File: config.mk
export PLATFORM = sky130hd
export DESIGN_NAME = disp_scan
export DESIGN_NICKNAME = d
export VERILOG_FILES = /design/src/rtl/disp_scan.sv
export SDC_FILE = /design/constraint.sdc
export NUM_CORES = 1
export LEC_CHECK = 0
export ABC_AREA = 1
export BUFFER_PORTS_ARGS = -buffer_cell sky130_fd_sc_hd__clkbuf_2
export CAP_MARGIN = 10
export CORE_ASPECT_RATIO = 0.6
export CORE_MARGIN = 2
export CORE_UTILIZATION = 57
export DETAILED_ROUTE_END_ITERATION = 7
export MAX_ROUTING_LAYER = met4
export PLACE_DENSITY = 0.86
export SKIP_CTS_REPAIR_TIMING = 1
export SYNTH_ARGS = -nofsm -noshare
export SYNTH_HDL_FRONTEND = slang
export SYNTH_SLANG_ARGS = --single-unit
File: constraint.sdc
create_clock -name clk -period 3.17 [get_ports clk]
set_clock_uncertainty 0.15 [all_clocks]
set_input_delay 0.1585 -clock clk [delete_from_list [all_inputs] [get_ports clk]]
set_output_delay 0.1585 -clock clk [all_outputs]
set_load 0.02 [all_outputs]
File: src/rtl/disp_scan.sv
// disp_scan: time-multiplexed driver for an N_DIG-digit 7-segment display.
//
// One digit is enabled at a time. Each digit stays enabled for a slot of
// SCAN_DIV clocks. The first GAP clocks of every slot have all digits off, to
// avoid ghosting. Digit codes, decimal points, blanks and the leading-zero
// enable are captured into shadow registers when scanning starts and again at
// every frame wrap, so a number never tears mid-frame.
//
// Ports
//   clk    in   1        system clock
//   rst    in   1        synchronous reset, active-high
//   st     in   1        scan enable; 0 = display dark, scanner parked
//   num    in   4*N_DIG  digit codes, num[4i+3:4i] = digit i (digit 0 = LSD)
//   dp     in   N_DIG    decimal point per digit
//   blank  in   N_DIG    force digit dark (segments and dp)
//   lz_en  in   1        leading-zero suppression enable
//   seg    out  8        {a,b,c,d,e,f,g,dp}, active-high
//   dig    out  N_DIG    one-hot digit enable, polarity set by DIG_ACT_LOW
//   frame  out  1        1-cycle pulse when the digit index wraps to 0
module disp_scan #(
  parameter int unsigned N_DIG       = 8,
  parameter int unsigned SCAN_DIV    = 50000,
  parameter int unsigned GAP         = 16,
  parameter bit          HEX_EN      = 1'b1,
  parameter bit          DIG_ACT_LOW = 1'b1
) (
  input  logic               clk,
  input  logic               rst,
  input  logic               st,
  input  logic [4*N_DIG-1:0] num,
  input  logic [N_DIG-1:0]   dp,
  input  logic [N_DIG-1:0]   blank,
  input  logic               lz_en,
  output logic [7:0]         seg,
  output logic [N_DIG-1:0]   dig,
  output logic               frame
);

  localparam int unsigned CW = (SCAN_DIV > 1) ? $clog2(SCAN_DIV) : 1;
  localparam int unsigned IW = (N_DIG > 1) ? $clog2(N_DIG) : 1;

  localparam logic [CW-1:0]    CNT_LAST = CW'(SCAN_DIV - 1);
  localparam logic [CW-1:0]    CNT_GAP  = CW'(GAP);
  localparam logic [IW-1:0]    IDX_LAST = IW'(N_DIG - 1);
  localparam logic [N_DIG-1:0] DIG_OFF  = {N_DIG{DIG_ACT_LOW}};

  typedef enum logic {
    S_PARK,
    S_SCAN
  } state_e;

  state_e state_q, state_d;

  logic [CW-1:0]      cnt_q, cnt_d;
  logic [IW-1:0]      idx_q, idx_d;

  logic [4*N_DIG-1:0] num_q, num_d;
  logic [N_DIG-1:0]   dp_q, dp_d;
  logic [N_DIG-1:0]   blank_q, blank_d;
  logic               lz_q, lz_d;

  logic [7:0]         seg_q, seg_d;
  logic [N_DIG-1:0]   dig_q, dig_d;
  logic               frame_q, frame_d;

  logic               start;
  logic               slot_end;
  logic               wrap;
  logic               load;

  // Display source: on the start cycle the shadows are not loaded yet, so
  // the live inputs are shown directly to keep the first slot consistent.
  logic [4*N_DIG-1:0] src_num;
  logic [N_DIG-1:0]   src_dp;
  logic [N_DIG-1:0]   src_blank;
  logic               src_lz;

  logic [3:0]         cur_code;
  logic [IW-1:0]      hi_nz;
  logic [N_DIG-1:0]   dig_on;
  logic               lz_sup;

  function automatic logic [7:0] seg_decode(input logic [3:0] code);
    logic [7:0] s;
    case (code)
      4'h0:    s = 8'hFC;
      4'h1:    s = 8'h60;
      4'h2:    s = 8'hDA;
      4'h3:    s = 8'hF2;
      4'h4:    s = 8'h66;
      4'h5:    s = 8'hB6;
      4'h6:    s = 8'hBE;
      4'h7:    s = 8'hE0;
      4'h8:    s = 8'hFE;
      4'h9:    s = 8'hF6;
      4'hA:    s = 8'hEE;
      4'hB:    s = 8'h3E;
      4'hC:    s = 8'h9C;
      4'hD:    s = 8'h7A;
      4'hE:    s = 8'h9E;
      default: s = 8'h8E;
    endcase
    if (!HEX_EN && (code > 4'd9)) begin
      s = '0;
    end
    return s;
  endfunction

  // Scan control: parked while st is low, scanning otherwise.
  always_comb begin
    state_d = state_q;
    start   = 1'b0;
    if (!st) begin
      state_d = S_PARK;
    end else begin
      state_d = S_SCAN;
      start   = (state_q == S_PARK);
    end
  end

  always_comb begin
    slot_end = (cnt_q == CNT_LAST);
    wrap     = st && slot_end && (idx_q == IDX_LAST);
    load     = start || wrap;

    cnt_d = '0;
    idx_d = '0;
    if (st) begin
      if (slot_end) begin
        cnt_d = '0;
        idx_d = (idx_q == IDX_LAST) ? '0 : idx_q + 1'b1;
      end else begin
        cnt_d = cnt_q + 1'b1;
        idx_d = idx_q;
      end
    end
  end

  always_comb begin
    num_d   = num_q;
    dp_d    = dp_q;
    blank_d = blank_q;
    lz_d    = lz_q;
    if (load) begin
      num_d   = num;
      dp_d    = dp;
      blank_d = blank;
      lz_d    = lz_en;
    end

    src_num   = start ? num   : num_q;
    src_dp    = start ? dp    : dp_q;
    src_blank = start ? blank : blank_q;
    src_lz    = start ? lz_en : lz_q;
  end

  // Current code, highest nonzero digit and one-hot position of idx.
  always_comb begin
    cur_code = '0;
    hi_nz    = '0;
    dig_on   = '0;
    for (int unsigned i = 0; i < N_DIG; i++) begin
      if (IW'(i) == idx_q) begin
        cur_code  = src_num[4*i +: 4];
        dig_on[i] = 1'b1;
      end
      if (src_num[4*i +: 4] != 4'd0) begin
        hi_nz = IW'(i);
      end
    end
    // hi_nz is at least 0, so digit 0 can never be suppressed.
    lz_sup = src_lz && (idx_q > hi_nz);
  end

  always_comb begin
    seg_d   = '0;
    dig_d   = DIG_OFF;
    frame_d = 1'b0;
    if (st) begin
      frame_d = wrap;
      if (cnt_q >= CNT_GAP) begin
        dig_d = dig_on ^ DIG_OFF;
      end
      if ((src_blank & dig_on) == '0) begin
        seg_d    = lz_sup ? 8'h00 : seg_decode(cur_code);
        seg_d[0] = |(src_dp & dig_on);
      end
    end
  end

  always_ff @(posedge clk) begin
    if (rst) begin
      state_q <= S_PARK;
      cnt_q   <= '0;
      idx_q   <= '0;
      num_q   <= '0;
      dp_q    <= '0;
      blank_q <= '0;
      lz_q    <= 1'b0;
      seg_q   <= '0;
      dig_q   <= DIG_OFF;
      frame_q <= 1'b0;
    end else begin
      state_q <= state_d;
      cnt_q   <= cnt_d;
      idx_q   <= idx_d;
      num_q   <= num_d;
      dp_q    <= dp_d;
      blank_q <= blank_d;
      lz_q    <= lz_d;
      seg_q   <= seg_d;
      dig_q   <= dig_d;
      frame_q <= frame_d;
    end
  end

  assign seg   = seg_q;
  assign dig   = dig_q;
  assign frame = frame_q;

endmodule

==> run_results.csv, run 1 <==
group,metric,value,unit
run_status,outcome,"complete, but fails checks",
run_status,violations,"negative hold slack",
die,start_util,59.4,%
final_layout,multi_input_area,2540,um^2
power_and_ir_drop,p_int,0.00205,W
critical_path,critical_path_class,"reg -> reg",
critical_path,crit_path_end_kind,"flip-flop",
timing,slew_violations,0,
detailed_routing,met3WireLength,1790,um
grt,antenna_found_initial,0,
place,placed_cells,839,
detailed_routing,postRouteAntennaNets,0,
timing,setup_slack,0.176,ns
detailed_routing,drt-wirelength-per-cell,16.3,um
critical_path,worst_setup_path_start_kind,"flip-flop",
grt,grt_pass1_wl,21000,um
timing,timing.final.crit_period,2.99,ns
clock_network,cts.sinks,86,
timing,rsz0062_at_grt,"false",
grt,grtUsageTotal,31.3,%
clock_network,clkSlewWorstSetupHoldPaths,0.07,ns
power_and_ir_drop,power.share.sequential,41.2,%
critical_path,crit_path_frequent_cell,"nand2_1",
grt,grt_max_degree,55,
critical_path,crit_family,"simple AND/OR/NAND/NOR gates",
critical_path,cp_cell_sequence,"inv_1 -> ha_1 -> nand2_1 -> nor2_1 -> nand3_1 -> nand2_1 -> nand2_1 -> nand2_1 -> nand2_1 -> nand2_1 -> nand2_1 -> nand2_1 -> nand2_1 -> ha_1 -> nand3_1 -> nand3_1 -> a21oi_2",
clock_network,worstSkewPairLatency,0.35,ns
die,coreArea,7950,um^2
timing,fmax,334,MHz
logic_synthesis,synth_cells,678,
power_and_ir_drop,clockPowerShare,42.2,%
timing,slew_headroom,42.2,%
clock_network,cts_tree,"yes",
final_layout,drive_gt1_share,18.4,%
critical_path,worstPathMaxFanout,5,
die,io_pins,69,
logic_synthesis,ys_seq_area_share,36.5,%
detailed_routing,vias_per_cell,5.64,
logic_synthesis,ys_ff_latch,86,
timing,worst_hold_slack,-0.0548,ns
detailed_routing,initialDrtViolationCount,714,
logic_synthesis,synth_top_area_cell,"dfxtp_1",
final_layout,final_cells,900,
timing,tightestPinTransition,0.866,ns
power_and_ir_drop,leakage,2.70,nW
clock_network,htreeDepth,3,
detailed_routing,wl_met2,6200,um
flow_run,drv_cap,0,
critical_path,slowest_delay,0.42,ns
final_layout,diodes,0,
detailed_routing,drt-total-wl,14600,um
logic_synthesis,synthTopCellsByArea,"dfxtp_1, nand2_1, inv_1",
detailed_routing,drt_drc_violations_left,0,
clock_network,root_buffer,"clkbuf_16",
critical_path,path_buf_inv,1,
logic_synthesis,syn-cell-area,4720,um^2
logic_synthesis,synth.top_cell.area_share,36.5,%
logic_synthesis,syn_nets,748,
logic_synthesis,avgSynthCellArea,6.96,um^2
critical_path,crit_slowest_cell,"nor2_1",
grt,first_global_vias,4319,
critical_path,cp_data_arrival_time,3.13,ns
detailed_routing,top_layer,"met4",
final_layout,final_common_cell,"nand2_1",
final_layout,nFillCells,610,
detailed_routing,drtPass1Iterations,6,
place,dp_hpwl,9870,um
final_layout,regArea,1730,um^2
die,die_h,74.5,um
timing,finalSetupViolations,0,
detailed_routing,met1_length,6370,um
power_and_ir_drop,pwr_density_cell,471,nW/um^2
power_and_ir_drop,switching_share,27.3,%
logic_synthesis,yosysUniqueCellTypes,39,
power_and_ir_drop,p_comb_share,16.6,%
timing,hold_viol,10,
timing,fin_crit_sh,94.4,%
die,rows,25,
die,dieWidth,121,um
final_layout,syn2layout_area_growth,27.1,%
final_layout,utilization,75.4,%
clock_network,numCtsBuffers,9,
min_path,hold_path_class,"in -> reg",
die,die-area,9040,um^2
detailed_routing,vias,5079,
critical_path,worstPathRequired,3.31,ns
final_layout,fin_nets,857,
power_and_ir_drop,peakVddDrop,0.000366,V
clock_network,cts_buffer_depth,2,
place,dp_slack,-0.00140,ns
final_layout,mostFrequentLayoutCells,"nand2_1, inv_1, dfxtp_1",
power_and_ir_drop,switching_power,0.000770,W
logic_synthesis,synth_warnings,0,
place,gp_congestion,0.973,
grt,grt_overflow,0,
place,port_buffers,68,
-- through the flow --
| step | TNS [ns] | total power [W] | cell area [um^2] |
|---|---|---|---|
| 5_1_grt | 0 | 0.00291 | 5990 |
| 3_5_place_dp | -0.00140 | 0.00157 | 5110 |
| 4_1_cts | -0.214 | 0.00273 | 5450 |
| 2_1_floorplan | 0 | 0.00145 | 4720 |
| 6_report | 0 | 0.00282 | 5990 |
| 3_3_place_gp | 0 | 0.00155 | 5110 |
-- final cells by class --
type / instances / area share [%]
clock inverter: 5 / 1.36
inverter: 100 / 6.30
sequential: 86 / 28.8
clock buffer: 11 / 4.22
multi-input combinational: 467 / 42.4
timing repair buffer: 123 / 14.7
tap: 108 / 2.25
-- final timing paths --
check                               from   endpoint  slack, ns  depth (start not counted)
worst max-delay path            idx_q[0]     seg[7]       0.18                         17
worst min-delay path             num[28]  num_q[28]      -0.05                          3
worst max register to register  idx_q[0]     seg[7]       0.18                         17
worst min register to register  num_q[2]   num_q[2]       0.32                          2
-- cell usage after synthesis --
master,number
o21ai_0,54
nand3_2,1
buf_2,8
buf_12,1
nand4_1,8
nor4b_1,1
o21ai_2,2
a21oi_2,5
mux2i_1,3
nor3b_1,2
a21oi_1,53
buf_6,6
nor4_1,4
inv_1,91
nand2_2,4
inv_2,9
and2_1,4
a221oi_2,1
dfxtp_1,86
clkbuf_2,1
o21ai_1,12
a21oi_4,1
nor2_4,2
clkbuf_1,8
nand3_1,31
o41ai_1,1
nor4_4,2
a221oi_1,1
nand2_1,135
or2_2,4
a211oi_1,21
xor2_1,4
nand4_2,1
o211ai_1,3
ha_1,18
nand3b_1,2
nor3_1,10
nor2_1,77
buf_1,1
-- worst reg2reg max path, stage by stage (launching register included) --
cell	delay, ns
dfxtp_1	0.35
inv_1	0.14
ha_1	0.19
nand2_1	0.10
nor2_1	0.42
nand3_1	0.18
nand2_1	0.11
nand2_1	0.05
nand2_1	0.09
nand2_1	0.06
nand2_1	0.09
nand2_1	0.10
nand2_1	0.07
nand2_1	0.13
ha_1	0.23
nand3_1	0.13
nand3_1	0.15
a21oi_2	0.18
-- registers in the layout, summed over array words and instances (netlist names) --
name / cells
blank_q: 8
dig: 8
cnt_q: 16
num_q: 32
state_q: 1
lz_q: 1
dp_q: 8
frame: 1
seg: 8
idx_q: 3
-- per-layer routing --
layer  GRT usage [%]  vias up
li1                -     2422
met1            43.2     2281
met2            44.1      339
met3            9.82       37
met4            8.56        0
met5               -        -
-- cells by family (layout without fill, tap and decap cells) --
family                     after synthesis  in the layout  share of synthesized area, %
buffers and inverters                  125            239                          11.5
DFF                                     86             86                          36.5
xor gates and xnor gates                 4              4                         0.743
adders and majority gates               18             18                          4.77
AOI/OAI and AO/OA                      154            154                          18.8
muxes                                    3              3                         0.637
and+or+nand+nor                        288            288                          27.1
-- power groups by stage --
stage / Clock [W] / Combinational (W) / Sequential, W
after global routing: 0.00123 / 0.000511 / 0.00117
after floorplan: 0 / 0.000264 / 0.00119
final: 0.00119 / 0.000470 / 0.00116
after global placement: 0 / 0.000366 / 0.00118
after detailed placement: 0 / 0.000381 / 0.00119
after CTS: 0.00118 / 0.000385 / 0.00116
Note: power is estimated with default switching activity, not from simulation.
==> inputs of run 2 (changes only) <==
ABC_AREA = not set   (was 1)
==> run 2 against run 1 <==
Net effect:
- the run now ends clean
- routed wire length is 1.2% higher
- sequential power hardly changed
- synthesized area is 3.7% lower
- synthesized cell count is 15% lower
- total power is 0.24% higher
- hold slack better by 0.20 ns
- non-clock buffer count is 25 higher
- critical path type unchanged
- fmax is 3.9% lower
- first-iteration DRC count is 22% lower
- final area is 1.2% higher
- utilization is 2.5 points higher
- global-route usage is 1.2 points higher
==> run_results.csv, run 2 <==
group,metric,value,unit
die,dieWidth,119,um
critical_path,cp_data_arrival_time,3.21,ns
power_and_ir_drop,pwr_density_cell,466,nW/um^2
timing,rsz0062_at_grt,"false",
clock_network,htreeDepth,3,
detailed_routing,drtPass1Iterations,6,
final_layout,mostFrequentLayoutCells,"nand2_1, dfxtp_1, clkbuf_2",
detailed_routing,postRouteAntennaNets,0,
final_layout,drive_gt1_share,20.3,%
logic_synthesis,syn_nets,643,
power_and_ir_drop,p_comb_share,16.0,%
critical_path,worstPathMaxFanout,12,
timing,slew_violations,0,
timing,tightestPinTransition,0.726,ns
grt,grtUsageTotal,32.5,%
final_layout,utilization,77.9,%
place,dp_slack,-0.0582,ns
clock_network,worstSkewPairLatency,0.35,ns
logic_synthesis,synth_cells,573,
logic_synthesis,post-synth-top-count-cell,"nand2_1",
final_layout,nFillCells,537,
detailed_routing,drt-wirelength-per-cell,18.2,um
final_layout,fin_nets,771,
die,die-area,8720,um^2
die,die_h,73.1,um
critical_path,critical_path_class,"reg -> reg",
clock_network,cts_buffer_depth,2,
power_and_ir_drop,switching_share,25.7,%
detailed_routing,drt-total-wl,14800,um
min_path,hold_path_class,"in -> reg",
logic_synthesis,synthTopCellsByArea,"dfxtp_1, nand2_1, a21oi_1",
detailed_routing,drt_drc_violations_left,0,
grt,first_global_vias,4214,
logic_synthesis,synth_top_flop_cell,"dfxtp_1",
final_layout,syn2layout_area_growth,33.6,%
grt,antenna_found_initial,0,
final_layout,reg.largest.list,"num_q (32), cnt_q (16)",
die,coreArea,7790,um^2
power_and_ir_drop,power.share.sequential,40.8,%
timing,timing.final.crit_period,3.12,ns
logic_synthesis,synth.top_cell.area_share,37.9,%
detailed_routing,vias,4963,
logic_synthesis,ys_ff_latch,86,
logic_synthesis,synth_top_area_cell,"dfxtp_1",
clock_network,numCtsBuffers,9,
place,gp_congestion,0.983,
grt,grt_overflow,0,
critical_path,crit_path_end_kind,"flip-flop",
final_layout,final_common_cell,"nand2_1",
logic_synthesis,yosysUniqueCellTypes,54,
final_layout,largest_register_ffs,32,
logic_synthesis,synth_edf_count,0,
logic_synthesis,avgSynthCellArea,7.92,um^2
clock_network,cts.sinks,86,
timing,hold_viol,0,
power_and_ir_drop,switching_power,0.000728,W
die,io_pins,69,
logic_synthesis,ys_seq_area_share,37.9,%
die,rows,25,
die,start_util,58.3,%
final_layout,diodes,0,
timing,fmax,321,MHz
power_and_ir_drop,p_int,0.00210,W
clock_network,root_buffer,"clkbuf_16",
critical_path,worst_setup_path_start_kind,"flip-flop",
grt,grt_pass1_wl,21300,um
detailed_routing,vias_per_cell,6.10,
grt,grt_max_degree,51,
logic_synthesis,synth_warnings,0,
clock_network,clkSlewWorstSetupHoldPaths,0.06,ns
power_and_ir_drop,power,0.00283,W
flow_run,drv_cap,0,
power_and_ir_drop,clockPowerShare,43.2,%
power_and_ir_drop,peakVddDrop,0.000356,V
final_layout,regMostFlops,"num_q",
clock_network,cts_tree,"yes",
place,port_buffers,68,
detailed_routing,initialDrtViolationCount,559,
power_and_ir_drop,leakage,2.49,nW
place,dp_hpwl,9760,um
run_status,outcome,"completed",
timing,finalSetupViolations,0,
timing,setup_slack,0.0536,ns
logic_synthesis,syn-cell-area,4540,um^2
timing,slew_headroom,51.0,%
timing,fin_crit_sh,98.3,%
logic_synthesis,yosys-top-cells-count,"nand2_1, dfxtp_1, a21oi_1",
critical_path,worstPathRequired,3.27,ns
logic_synthesis,async_flop_share,0,%
-- run 2: power groups by stage --
stage          registers [W]  clock network (W)  logic, W
2_1_floorplan        0.00118                  0  0.000223
3_3_place_gp         0.00117                  0  0.000350
3_5_place_dp         0.00118                  0  0.000365
4_1_cts              0.00115            0.00123  0.000369
5_1_grt              0.00116            0.00127  0.000481
6_report             0.00115            0.00122  0.000452
-- run 2: kinds of logic (layout without fill, tap and decap cells) --
logic type,count (synthesis),after routing,share of synthesized area (%)
XOR/XNOR,13,13,2.51
multiplexers,36,36,8.79
buffers and inverters,51,183,5.07
AO/OA/AOI/OAI,116,116,16.4
flip-flops,86,86,37.9
AND/OR/NAND/NOR,253,254,24.4
adder cells (fa/ha/maj),18,18,4.96
-- run 2: stage by stage --
step / instance area [um^2] / cells / setup TNS (ns) / hold slack, ns
global placement: 5130 / 745 / 0 / 0.250
global route: 6070 / 814 / 0 / 0.166
finish: 6070 / 814 / 0 / 0.144
detailed placement: 5130 / 745 / -0.0582 / 0.259
floorplan: 4540 / 573 / 0 / 0.149
CTS: 5480 / 761 / -0.130 / -0.102
-- run 2: cell type report --
class,count,area [um^2],share of cell area [%]
Multi-Input combinational cell,437,2690,44.3
Tap cell,108,135,2.23
Clock buffer,9,225,3.71
Clock inverter,7,121,2.00
Timing Repair Buffer,148,1100,18.1
Inverter,19,71.3,1.18
Sequential cell,86,1720,28.4
-- run 2: worst paths after layout --
check                           startpoint        to  slack, ns  cells past startpoint
worst max register to register     state_q    seg[7]       0.05                      9
worst min register to register    num_q[2]  num_q[2]       0.30                      2
worst max-delay path               state_q    seg[7]       0.05                      9
worst min-delay path                   rst  idx_q[1]       0.14                      3
-- run 2: worst max-delay path, stage by stage, from the launching register on --
cell and delay [ns]:
dfxtp_1 0.31, buf_4 0.15, nor2b_4 0.24, buf_4 0.26
mux2i_1 0.41, o22ai_1 0.14, o41a_1 0.46, ha_1 0.27
or4b_1 0.53, o311ai_1 0.09
-- run 2: per-layer routing --
metal / vias to the layer above / global-route usage, % / part of all wire (%)
met5: - / - / 0
met4: 0 / 7.94 / 2.0
met3: 45 / 10.5 / 13
met2: 351 / 46.9 / 44
met1: 2309 / 44.3 / 41
li1: 2258 / - / -
==> inputs of run 3 (changes only) <==
PLACE_DENSITY = 0.8   (was 0.86)
==> run 3 against run 2 <==
Net effect:
- register-to-register slack improved by 0.02 ns
- via count decreased by 0.73%
- sequential power is essentially flat
- critical path type is now in -> reg
==> run_results.csv, run 3 (synthesis results as in run 2) <==
group,metric,value,unit
run_status,outcome,"completed",
critical_path,worstPathMaxFanout,5,
detailed_routing,drt-wirelength-per-cell,18.1,um
power_and_ir_drop,power,0.00257,W
place,port_buffers,68,
min_path,hold_path_class,"in -> reg",
detailed_routing,initialDrtViolationCount,459,
power_and_ir_drop,p_int,0.00185,W
clock_network,cts_buffer_depth,2,
grt,grtUsageTotal,33.1,%
power_and_ir_drop,switching_share,28.0,%
critical_path,worst_setup_path_start_kind,"input pin",
grt,grt_overflow,0,
clock_network,worstSkewPairLatency,0.34,ns
clock_network,numCtsBuffers,9,
clock_network,clkSlewWorstSetupHoldPaths,0.06,ns
die,io_pins,69,
place,dp_hpwl,9980,um
final_layout,design_area,5960,um^2
die,die_h,73.1,um
detailed_routing,postRouteAntennaNets,0,
final_layout,syn2layout_area_growth,31.2,%
place,gp_congestion,0.956,
clock_network,root_buffer,"clkbuf_16",
timing,finalSetupTns,0,ns
place,place_area,5160,um^2
clock_network,cts.sinks,86,
power_and_ir_drop,power.share.sequential,44.9,%
die,dieWidth,119,um
power_and_ir_drop,peakVddDrop,0.000311,V
grt,first_global_vias,4237,
final_layout,final_common_cell,"nand2_1",
critical_path,critical_path_class,"in -> reg",
final_layout,mostFrequentLayoutCells,"nand2_1, dfxtp_1, clkbuf_2",
grt,grt_pass1_wl,21500,um
flow_run,drv_cap,0,
critical_path,worstPathRequired,3.27,ns
grt,antenna_found_initial,0,
final_layout,regMostFlops,"num_q",
detailed_routing,drt_drc_violations_left,0,
final_layout,reg.largest.list,"num_q (32), cnt_q (16)",
detailed_routing,vias_per_cell,6.03,
detailed_routing,vias,4927,
final_layout,largest_register_ffs,32,
timing,tightestPinTransition,0.627,ns
timing,fmax,320,MHz
timing,timing.final.crit_period,3.13,ns
clock_network,htreeDepth,3,
clock_network,cts_tree,"yes",
critical_path,regToRegSetupSlack,0.07,ns
power_and_ir_drop,p_comb_share,17.5,%
power_and_ir_drop,leakage,2.46,nW
final_layout,fin_nets,775,
grt,grt_max_degree,51,
final_layout,nFillCells,576,
power_and_ir_drop,clockPowerShare,37.5,%
critical_path,cp_data_arrival_time,3.23,ns
die,coreArea,7790,um^2
detailed_routing,drtPass1Iterations,6,
timing,hold_viol,0,
power_and_ir_drop,pwr_density_cell,431,nW/um^2
detailed_routing,drt-total-wl,14700,um
die,die-area,8720,um^2
timing,slew_headroom,57.7,%
final_layout,diodes,0,
timing,finalSetupViolations,0,
die,start_util,58.3,%
timing,slew_violations,0,
die,rows,25,
power_and_ir_drop,switching_power,0.000719,W
final_layout,drive_gt1_share,19.0,%
timing,fin_crit_sh,98.7,%
critical_path,crit_path_end_kind,"flip-flop",
## run 3: area by class of cell
type / count / area (um^2) / share of cell area (%)
multi-input cells: 437 / 2650 / 44.4
flip-flops and latches: 86 / 1720 / 28.9
repair buffers: 152 / 1120 / 18.8
clock buffers: 9 / 225 / 3.78
well taps: 108 / 135 / 2.27
inverters: 19 / 71.3 / 1.20
clock inverters: 6 / 40.0 / 0.672
## run 3: worst paths after layout
path / from / to / cells after the start
hold reg to reg: dp_q[0] / dp_q[0] / 2
hold / removal: st / frame / 3
setup / recovery: num[20] / seg[7] / 13
setup reg to reg: state_q / seg[4] / 10
## run 3: power groups by stage
stage | sequential (W) | clock [W] | combinational (W)
floorplan | 0.00118 | 0 | 0.000223
global route | 0.00116 | 0.00102 | 0.000479
finish | 0.00116 | 0.000965 | 0.000450
global placement | 0.00117 | 0 | 0.000359
CTS | 0.00115 | 0.000975 | 0.000375
detailed placement | 0.00118 | 0 | 0.000373
## run 3: per-stage QoR
step | hold WS [ns] | worst slack (ns) | utilization (%) | instances
after floorplan | 0.149 | 0.0145 | - | 573
after global placement | 0.252 | 0.0864 | 66.2 | 750
after detailed placement | 0.260 | -0.0432 | 66.2 | 750
after CTS | -0.108 | -0.0134 | 69.6 | 765
after global routing | 0.124 | -0.0116 | 76.5 | 817
final | 0.108 | 0.0414 | 76.5 | 817
## run 3: routing by layer
layer	routed length [um]	share of wire (%)	up-vias	global-route usage [%]
met5	0	0	-	-
met4	378	2.6	0	11.4
met3	1730	12	50	9.69
met2	6250	42	345	45.8
met1	6380	43	2270	46.1
li1	-	-	2262	-
## run 3: worst max-delay path, stage by stage
cell and delay [ns]:
dlygate4sd3_1 0.55, clkbuf_2 0.14, o41ai_1 0.33, o21ai_0 0.19
nand2b_1 0.22, a21oi_2 0.20, nor2_1 0.07, ha_1 0.29
a21o_1 0.17, a21oi_1 0.17, o21ai_2 0.12, or4b_1 0.53
o311ai_1 0.10
